File: src/rtl/mmu_rx_bd_dispatch.sv
// Decodes single-beat BDs into DDR write/read commands and returns in-order write responses (optional DFX counters: MMU_RX_BD_DFX_EN).
// Latency: BD capture -> cmd valid next cycle; ddr_wr_done -> wr_ddr_rsp_en next cycle; one BD per 2 cycles at best.
// Backpressure: tready low while a command waits for ready, or in IDLE while the write SN queue is full.
module mmu_rx_bd_dispatch #(
    parameter int MAX_WR_OS = 16,
    parameter int ERR_CNT_W = 16
) (
    input  logic                 clk_sys,
    input  logic                 rst,
    input  logic [511:0]         bd2rx_s_axis_rq_tdata,
    input  logic [63:0]          bd2rx_s_axis_rq_tkeep,
    input  logic [59:0]          bd2rx_s_axis_rq_tuser,
    input  logic                 bd2rx_s_axis_rq_tlast,
    input  logic                 bd2rx_s_axis_rq_tvalid,
    output logic                 bd2rx_s_axis_rq_tready,
    output logic                 ddr_wcmd_valid,
    input  logic                 ddr_wcmd_ready,
    output logic [63:0]          ddr_wcmd_addr,
    output logic [31:0]          ddr_wcmd_len,
    output logic [10:0]          ddr_wcmd_sn,
    output logic                 ddr_rcmd_valid,
    input  logic                 ddr_rcmd_ready,
    output logic [63:0]          ddr_rcmd_addr,
    output logic [31:0]          ddr_rcmd_len,
    output logic [10:0]          ddr_rcmd_sn,
    input  logic                 ddr_wr_done,
    output logic                 wr_ddr_rsp_en,
    output logic [10:0]          wr_ddr_rsp_sn,
    output logic [ERR_CNT_W-1:0] bd_err_cnt,
`ifdef MMU_RX_BD_DFX_EN
    output logic [31:0]          reg_rx_wr_bd_cnt,
    output logic [31:0]          reg_rx_rd_bd_cnt,
`endif
    output logic [3:0]           rx_bd_sta
);

    localparam logic [7:0] OP_WR = 8'h01;
    localparam logic [7:0] OP_RD = 8'h02;
    localparam int         AW    = $clog2(MAX_WR_OS);
    localparam int         CW    = AW + 1;
    localparam logic [CW-1:0] FULL_CNT = {1'b1, {AW{1'b0}}};

    typedef enum logic [1:0] {
        ST_IDLE     = 2'd0,
        ST_ISSUE_WR = 2'd1,
        ST_ISSUE_RD = 2'd2,
        ST_DROP     = 2'd3
    } state_e;

    state_e         state_q;
    logic           wcmd_valid_q, rcmd_valid_q;
    logic [63:0]    wcmd_addr_q, rcmd_addr_q;
    logic [31:0]    wcmd_len_q, rcmd_len_q;
    logic [10:0]    wcmd_sn_q, rcmd_sn_q;

    logic [10:0]    sn_mem_q [MAX_WR_OS];
    logic [AW-1:0]  wr_ptr_q, rd_ptr_q;
    logic [CW-1:0]  q_cnt_q, q_cnt_d;
    logic           rsp_en_q;
    logic [10:0]    rsp_sn_q;

    logic [ERR_CNT_W-1:0] err_q, err_d;
    logic [ERR_CNT_W:0]   err_sum;
    logic [1:0]           err_inc;

    logic [7:0]     bd_op;
    logic [10:0]    bd_sn;
    logic [31:0]    bd_len;
    logic [63:0]    bd_src, bd_dst;
    logic           q_full, q_empty, tready;
    logic           beat_acc, wcmd_fire, rcmd_fire;
    logic           q_push, q_pop, stray_done, cap_err;
    logic           unused_bits;

    assign bd_op  = bd2rx_s_axis_rq_tdata[7:0];
    assign bd_sn  = bd2rx_s_axis_rq_tdata[18:8];
    assign bd_len = bd2rx_s_axis_rq_tdata[63:32];
    assign bd_src = bd2rx_s_axis_rq_tdata[127:64];
    assign bd_dst = bd2rx_s_axis_rq_tdata[191:128];
    assign unused_bits = ^{bd2rx_s_axis_rq_tdata[511:192], bd2rx_s_axis_rq_tdata[31:19],
                           bd2rx_s_axis_rq_tkeep, bd2rx_s_axis_rq_tuser};

    assign q_full  = (q_cnt_q == FULL_CNT);
    assign q_empty = (q_cnt_q == '0);

    // Full only gates new captures; a BD already in ISSUE_WR still pushes its SN.
    assign tready    = !rst && (((state_q == ST_IDLE) && !q_full) || (state_q == ST_DROP));
    assign beat_acc  = bd2rx_s_axis_rq_tvalid && tready;
    assign wcmd_fire = wcmd_valid_q && ddr_wcmd_ready;
    assign rcmd_fire = rcmd_valid_q && ddr_rcmd_ready;

    assign q_push     = wcmd_fire;
    assign q_pop      = ddr_wr_done && !q_empty;
    assign stray_done = ddr_wr_done && q_empty;
    assign cap_err    = beat_acc && (state_q == ST_IDLE) &&
                        (!bd2rx_s_axis_rq_tlast || ((bd_op != OP_WR) && (bd_op != OP_RD)));

    // A bad BD and a stray done can land in the same cycle, so up to two errors per cycle.
    always_comb begin
        err_inc = {1'b0, cap_err} + {1'b0, stray_done};
        err_sum = {1'b0, err_q} + (ERR_CNT_W+1)'(err_inc);
        err_d   = err_sum[ERR_CNT_W] ? '1 : err_sum[ERR_CNT_W-1:0];
        q_cnt_d = q_cnt_q + CW'(q_push) - CW'(q_pop);
    end

    always_ff @(posedge clk_sys) begin
        if (rst) begin
            state_q      <= ST_IDLE;
            wcmd_valid_q <= 1'b0;
            rcmd_valid_q <= 1'b0;
            wcmd_addr_q  <= '0;
            wcmd_len_q   <= '0;
            wcmd_sn_q    <= '0;
            rcmd_addr_q  <= '0;
            rcmd_len_q   <= '0;
            rcmd_sn_q    <= '0;
        end else begin
            case (state_q)
                ST_IDLE: begin
                    if (beat_acc) begin
                        if (!bd2rx_s_axis_rq_tlast) begin
                            state_q <= ST_DROP;
                        end else if (bd_op == OP_WR) begin
                            wcmd_valid_q <= 1'b1;
                            wcmd_addr_q  <= bd_dst;
                            wcmd_len_q   <= bd_len;
                            wcmd_sn_q    <= bd_sn;
                            state_q      <= ST_ISSUE_WR;
                        end else if (bd_op == OP_RD) begin
                            rcmd_valid_q <= 1'b1;
                            rcmd_addr_q  <= bd_src;
                            rcmd_len_q   <= bd_len;
                            rcmd_sn_q    <= bd_sn;
                            state_q      <= ST_ISSUE_RD;
                        end
                    end
                end
                ST_ISSUE_WR: begin
                    if (ddr_wcmd_ready) begin
                        wcmd_valid_q <= 1'b0;
                        state_q      <= ST_IDLE;
                    end
                end
                ST_ISSUE_RD: begin
                    if (ddr_rcmd_ready) begin
                        rcmd_valid_q <= 1'b0;
                        state_q      <= ST_IDLE;
                    end
                end
                ST_DROP: begin
                    if (beat_acc && bd2rx_s_axis_rq_tlast) begin
                        state_q <= ST_IDLE;
                    end
                end
                default: state_q <= ST_IDLE;
            endcase
        end
    end

    always_ff @(posedge clk_sys) begin
        if (q_push) begin
            sn_mem_q[wr_ptr_q] <= wcmd_sn_q;
        end
    end

    always_ff @(posedge clk_sys) begin
        if (rst) begin
            wr_ptr_q <= '0;
            rd_ptr_q <= '0;
            q_cnt_q  <= '0;
            rsp_en_q <= 1'b0;
            rsp_sn_q <= '0;
            err_q    <= '0;
        end else begin
            q_cnt_q  <= q_cnt_d;
            rsp_en_q <= q_pop;
            err_q    <= err_d;
            if (q_push) begin
                wr_ptr_q <= wr_ptr_q + AW'(1);
            end
            if (q_pop) begin
                rd_ptr_q <= rd_ptr_q + AW'(1);
                rsp_sn_q <= sn_mem_q[rd_ptr_q];
            end
        end
    end

`ifdef MMU_RX_BD_DFX_EN
    logic [31:0] wr_bd_cnt_q, rd_bd_cnt_q;

    always_ff @(posedge clk_sys) begin
        if (rst) begin
            wr_bd_cnt_q <= '0;
            rd_bd_cnt_q <= '0;
        end else begin
            if (wcmd_fire) begin
                wr_bd_cnt_q <= wr_bd_cnt_q + 32'd1;
            end
            if (rcmd_fire) begin
                rd_bd_cnt_q <= rd_bd_cnt_q + 32'd1;
            end
        end
    end

    assign reg_rx_wr_bd_cnt = wr_bd_cnt_q;
    assign reg_rx_rd_bd_cnt = rd_bd_cnt_q;
`endif

    assign bd2rx_s_axis_rq_tready = tready;
    assign ddr_wcmd_valid = wcmd_valid_q;
    assign ddr_wcmd_addr  = wcmd_addr_q;
    assign ddr_wcmd_len   = wcmd_len_q;
    assign ddr_wcmd_sn    = wcmd_sn_q;
    assign ddr_rcmd_valid = rcmd_valid_q;
    assign ddr_rcmd_addr  = rcmd_addr_q;
    assign ddr_rcmd_len   = rcmd_len_q;
    assign ddr_rcmd_sn    = rcmd_sn_q;
    assign wr_ddr_rsp_en  = rsp_en_q;
    assign wr_ddr_rsp_sn  = rsp_sn_q;
    assign bd_err_cnt     = err_q;
    assign rx_bd_sta      = {q_full, q_empty, state_q};

endmodule
File: config.mk
export PLATFORM = sky130hd
export DESIGN_NAME = mmu_rx_bd_dispatch
export DESIGN_NICKNAME = d
export VERILOG_FILES = /design/src/rtl/mmu_rx_bd_dispatch.sv
export SDC_FILE = /design/constraint.sdc
export NUM_CORES = 1
export LEC_CHECK = 0
export ABC_AREA = 1
export CORE_AREA = 2 2 351 353
export DETAILED_ROUTE_END_ITERATION = 10
export DIE_AREA = 0 0 353 355
export PLACE_DENSITY_LB_ADDON = 0.3
export SYNTH_ARGS = -nofsm -noshare
export SYNTH_HDL_FRONTEND = slang
export SYNTH_SLANG_ARGS = --single-unit
export TNS_END_PERCENT = 50
File: constraint.sdc
create_clock -name clk_sys -period 7.35 [get_ports clk_sys]
set_input_delay 1.47 -clock clk_sys [delete_from_list [all_inputs] [get_ports clk_sys]]
set_output_delay 1.47 -clock clk_sys [all_outputs]
set_load 0.1 [all_outputs]
# Word level (Yosys, flattened, before mapping)
# Memory sizes are Yosys's and may differ from the RTL's. A register that Yosys moved wholly into a read port is not among the register bits.
# Cells that the tools add are included.
[classes] n_lt_le_gt_ge=0 multipliers=0 bitwise_logic=1 muxes=22 add_sub_neg=6 n_reduce_logical=25 n_div=0 n_eq_ne=17 shift=0
[op_table] cell="$add A16 B2 Y17" count=1
[op_table] cell="$mux W16" count=1
[op_table] cell="$reduce_and A5 Y1" count=3
[op_table] cell="$mux W2" count=7
[op_table] cell="$mux W1" count=11
[op_table] cell="$logic_and A1 B1 Y1" count=10
[op_table] cell="$ne A2 B2 Y1 const B" count=5
[op_table] cell="$add A4 B1 Y4 const B" count=2
[op_table] cell="$eq A8 B1 Y1 const B" count=1
[op_table] cell="$eq A8 B2 Y1 const B" count=1
[op_table] cell="$ne A8 B1 Y1 const B" count=1
[op_table] cell="$ne A8 B2 Y1 const B" count=1
[op_table] cell="$pmux W2 S4" count=1
[op_table] cell="$ne A2 B1 Y1 const B" count=3
[op_table] cell="$reduce_and A6 Y1" count=1
[op_table] cell="$add A5 B1 Y5" count=1
[op_table] cell="$eq A5 B5 Y1 const B" count=1
[op_table] cell="$logic_not A5 Y1" count=1
[op_table] cell="$sub A5 B1 Y5" count=1
[op_table] cell="$eq A2 B2 Y1 const B" count=2
[op_table] cell="$logic_not A1 Y1" count=4
[op_table] cell="$ne A4 B2 Y1 const B" count=1
[op_table] cell="$pmux W1 S2" count=2
[op_table] cell="$reduce_and A4 Y1" count=1
[op_table] cell="6 further kinds" count=8
[totals] out_inout_bits=249 mem_count=1 ramBits=176 mem_bits_ro=0 latchBits=0 inputBits=643 register_bits=248
[memory_table] name="sn_mem_q" depth=16 width=11 read_ports=1 rd_clocked_by_memory_dff=1 wr=1 line="56" text="logic [10:0] sn_mem_q [MAX_WR_OS];"

# Longest topological paths before layout
[depth] word_depth=11 depth_mapped=21

# Worst setup path before layout
# OpenSTA, ideal clock, no wires.
[synth_path] path_type="input-to-reg" start="input port bd2rx_s_axis_rq_tdata[2]" end="register err_q[14], in the netlist bd_err_cnt[14]" path_buffers=3 cell_stages=20 setup_slack_ps=3230 arrival_ps=4005 required_time_ps=7235 cell_sequence="inv_1 -> nand2_1 -> nor2_1 -> nand3_1 -> clkbuf_1 -> buf_2 -> buf_2 -> nand2_1 -> nor2_1 -> fa_1 -> ha_1 -> nand2_1 -> nor2_1 -> nand3_1 -> nor3_1 -> nand3_1 -> nand2_1 -> nand2_1 -> o21ai_0 -> inv_1"
[synth_via] elab_chain_cells=7 elab_cells_between_ends=8
[synth_rtl] element="from (decl)" line="10" text="input logic [511:0] bd2rx_s_axis_rq_tdata,"
[synth_rtl] element="$ne A8 B1 Y1 / $ne A8 B2 Y1 (equally long branches)" line="96" text="(!bd2rx_s_axis_rq_tlast || ((bd_op != OP_WR) && (bd_op != OP_RD)));"
[synth_rtl] element="$logic_and A1 B1 Y1 *" line="96"
[synth_rtl] element="$logic_or A1 B1 Y1 *" line="96"
[synth_rtl] element="$logic_and A1 B1 Y1 *" line="95" text="assign cap_err = beat_acc && (state_q == ST_IDLE) &&"
[synth_rtl] element="$add A1 B1 Y2 *" line="100" text="err_inc = {1'b0, cap_err} + {1'b0, stray_done};"
[synth_rtl] element="$add A16 B2 Y17 *" line="101" text="err_sum = {1'b0, err_q} + (ERR_CNT_W+1)'(err_inc);"
[synth_rtl] element="$mux W16 *" line="102" text="err_d = err_sum[ERR_CNT_W] ? '1 : err_sum[ERR_CNT_W-1:0];"
[synth_rtl] element="to (signal assigned)" line="177" text="err_q <= err_d;"
[synth_rtl] element="to (decl)" line="62" text="logic [ERR_CNT_W-1:0] err_q, err_d;"
# Mark *: on every way between the ends. The rest lies on a longest branch, timed or not.
# A chain may end at the register's enable or synchronous reset.

# Worst setup path after layout
[layout_path] start="input port rst" end="output port bd2rx_s_axis_rq_tready"
[layout_via] elab_chain_cells=2
[layout_rtl] element="from (decl)" line="9" text="input logic rst,"
[layout_rtl] element="$logic_not A1 Y1" line="87" text="assign tready = !rst && (((state_q == ST_IDLE) && !q_full) || (state_q == ST_DROP));"
[layout_rtl] element="$logic_and A1 B1 Y1" line="87"
[layout_rtl] element="to (decl)" line="15" text="output logic bd2rx_s_axis_rq_tready,"
# No other way between the ends.

==> out/metrics.yaml <==
relSlewSlack_pct: 21.2
die_x_um: 353
cts.reportedPaths.clkPinSlew_ns: 0.06
whs_ns: 0.462
synth_edf_count: 176
nFillCells: 13500
io_pins: 892
htree_levels: 2
hold_end: "ddr_rcmd_valid"
netlist_area_um2: 16700
root_buffer: "clkbuf_16"
drive_gt1_share_pct: 5.60
portBuffers: 434
fin_nets: 2846
grt_pass1_wl_mm: 97.1
max_freq_ghz: 0.206
powerDensity_nw_per_um2: 264
drtIter0Drc: 672
gp_congestion: 0.767
outcome: "finished, final reports clean"
cts_resized: 0
ys_ff_latch: 435
grt_setup_unrepaired: "no"
hold_buffers: 0
slowest_stage: "clkdlybuf4s50_1"
drc: 0
r2r_slack_ns: 3.80
ys.flop_type: "dfxtp_1"
finalCritPeriodShare_pct: 66.0
yosysWarningCount: 0
ys_seq_area_share_pct: 62.5
arrival_ns: 3.38
cts_buffers: 54
rows: 128
finalSetupTns_ns: 0
cts_max_path_buffers: 3
clk_latency_ns: 0.64
hold_depth: 2
avgSynthCellArea_um2: 9.32
grt_pass1_vias: 14000
cts_tree: "done"
post_cts_buffers: 0
layout_min_cycle_time_ns: 4.85
hold_viol: 0
async_flop_share_pct: 0
rr_startpoint: "q_cnt_q[2]"
syn2layout_area_growth_pct: 47.0
worstSetupEndpointType: "output port"
skew_ns: 0.0557
final_cell_mix: "503 x nor2_1, 429 x clkdlybuf4s50_1, 267 x o21ai_0"
ant_nets: 0
crit_start: "rst"
wl_mm: 66.8
cap_violations: 0
initial_core_util_pct: 13.8
drt-wirelength-per-cell_um: 17.3
syn_nets: 2454
num_vias: 14000
grt_remaining_overflow: 0
place_hpwl_mm: 44.5
grt_start_max_net_pins: 94
leakage_uw: 0.00870
core_um2: 121000
setup_viol: 0
die_h_um: 355
cts.sinks: 435
max_stage_delay_ns: 1.21
dieArea_um2: 125000
r2r_cells: 10
antenna_found_initial: 4
irDropWorstVdd_mv: 0.188
critPathKind: "input port to output port"
cp_max_fo: 28
r2r_end: "ddr_rcmd_sn[10]"
dpl_cell_area_um2: 22800
vias_per_cell: 3.64
hold_class: "flip-flop to flip-flop"
drt-pass1-iter-count: 7
synthCells: 1797
path_cells: "buf_2 -> a21oi_4 -> clkdlybuf4s50_1"
cp-start-kind: "input port"
grt_usage_pct: 10.4
worstPathRequired_ns: 5.88
fin_area_um2: 24600
worstMarginPinSlew_ns: 1.18
min_from: "ddr_rcmd_valid"
finalMaxSlewViolations: 0
layout_commonest_cell: "nor2_1"
ys_types: 32
cells by family after synthesis:
group,after synthesis,share of synthesized area [%]
flip-flops,435,62.5
buffers and inverters,197,4.86
XOR/XNOR,7,0.366
adder cells (fa/ha/maj),14,1.14
AND/OR/NAND/NOR,754,18.5
AO/OA/AOI/OAI,390,12.6
state kept, by name, summed over array words and instances, names as in the netlist:
| register | count |
|---|---|
| wr_ptr_q | 4 |
| bd_err_cnt | 16 |
| ddr_wcmd_valid | 1 |
| wr_ddr_rsp_en | 1 |
| ddr_rcmd_valid | 1 |
| ddr_rcmd_addr | 64 |
| q_cnt_q | 5 |
| state_q | 2 |
| ddr_wcmd_sn | 11 |
| ddr_rcmd_len | 32 |
| sn_mem_q | 176 |
| rd_ptr_q | 4 |
| wr_ddr_rsp_sn | 11 |
| ddr_rcmd_sn | 11 |
| ddr_wcmd_len | 32 |
| ddr_wcmd_addr | 64 |
where the power goes:
part | internal, µW | switching, µW
Sequential | 2550 | 52.4
Combinational | 343 | 821
Clock | 1600 | 1120
Total | 4500 | 2000
worst max-delay path by stage:
stage	depth (start not counted)	slack, ns	end
3_3_place_gp	16	2.27	bd_err_cnt[9]
3_5_place_dp	16	2.29	bd_err_cnt[9]
4_1_cts	3	2.47	bd2rx_s_axis_rq_tready
5_1_grt	3	2.43	bd2rx_s_axis_rq_tready
6_report	3	2.50	bd2rx_s_axis_rq_tready
2_1_floorplan	20	3.23	bd_err_cnt[14]
synthesized netlist by cell type (3+ instances only):
library cell	number	area (µm²)
xor2_1	5	43.8
nor2_1	503	1890
ha_1	12	150
nand2_1	73	274
nand3_1	53	265
buf_1	7	26.3
clkbuf_1	85	319
o221ai_1	23	201
inv_1	70	263
nor3_1	115	576
nand4_1	4	25.0
o21ai_0	267	1340
clkinv_1	4	15.0
dfxtp_1	259	5180
edfxtp_1	176	5290
a21oi_1	22	110
o21ai_1	54	270
o211ai_1	21	158
buf_6	3	33.8
buf_4	7	52.6
buf_2	20	100
layout make-up:
cell class | count | area (µm²) | area share, %
sequential | 435 | 10500 | 42.6
multi-input combinational | 1165 | 5470 | 22.2
timing repair buffer | 458 | 4530 | 18.4
tap | 1625 | 2030 | 8.26
clock buffer | 71 | 1490 | 6.04
clock inverter | 28 | 317 | 1.29
inverter | 75 | 290 | 1.18
antenna | 3 | 7.51 | 0.0305
per-layer routing:
metal  global-route usage [%]  part of all wire, %  up-vias
met4                     2.54                  2.0        2
met2                     16.6                   46      445
met3                     4.15                  8.8       70
li1                         -                    -     6885
met1                     12.9                   44     6632
met5                        0                0.019        -
critical path, delay by kind of cell:
family	cells	cell delay [ns]
AO/OA/AOI/OAI	1	0.33
buffers and inverters	2	1.56
per-stage QoR:
stage          worst slack [ns]  total power (µW)  std cells  util (%)
3_3_place_gp               2.27              3850       3758      18.8
5_1_grt                    2.43              6820       3857      20.3
2_1_floorplan              3.23              3440       1797         -
3_5_place_dp               2.29              3850       3758      18.8
6_report                   2.50              6490       3860      20.3
4_1_cts                    2.47              6640       3857      20.3
Power figures use the tool's default switching activity.
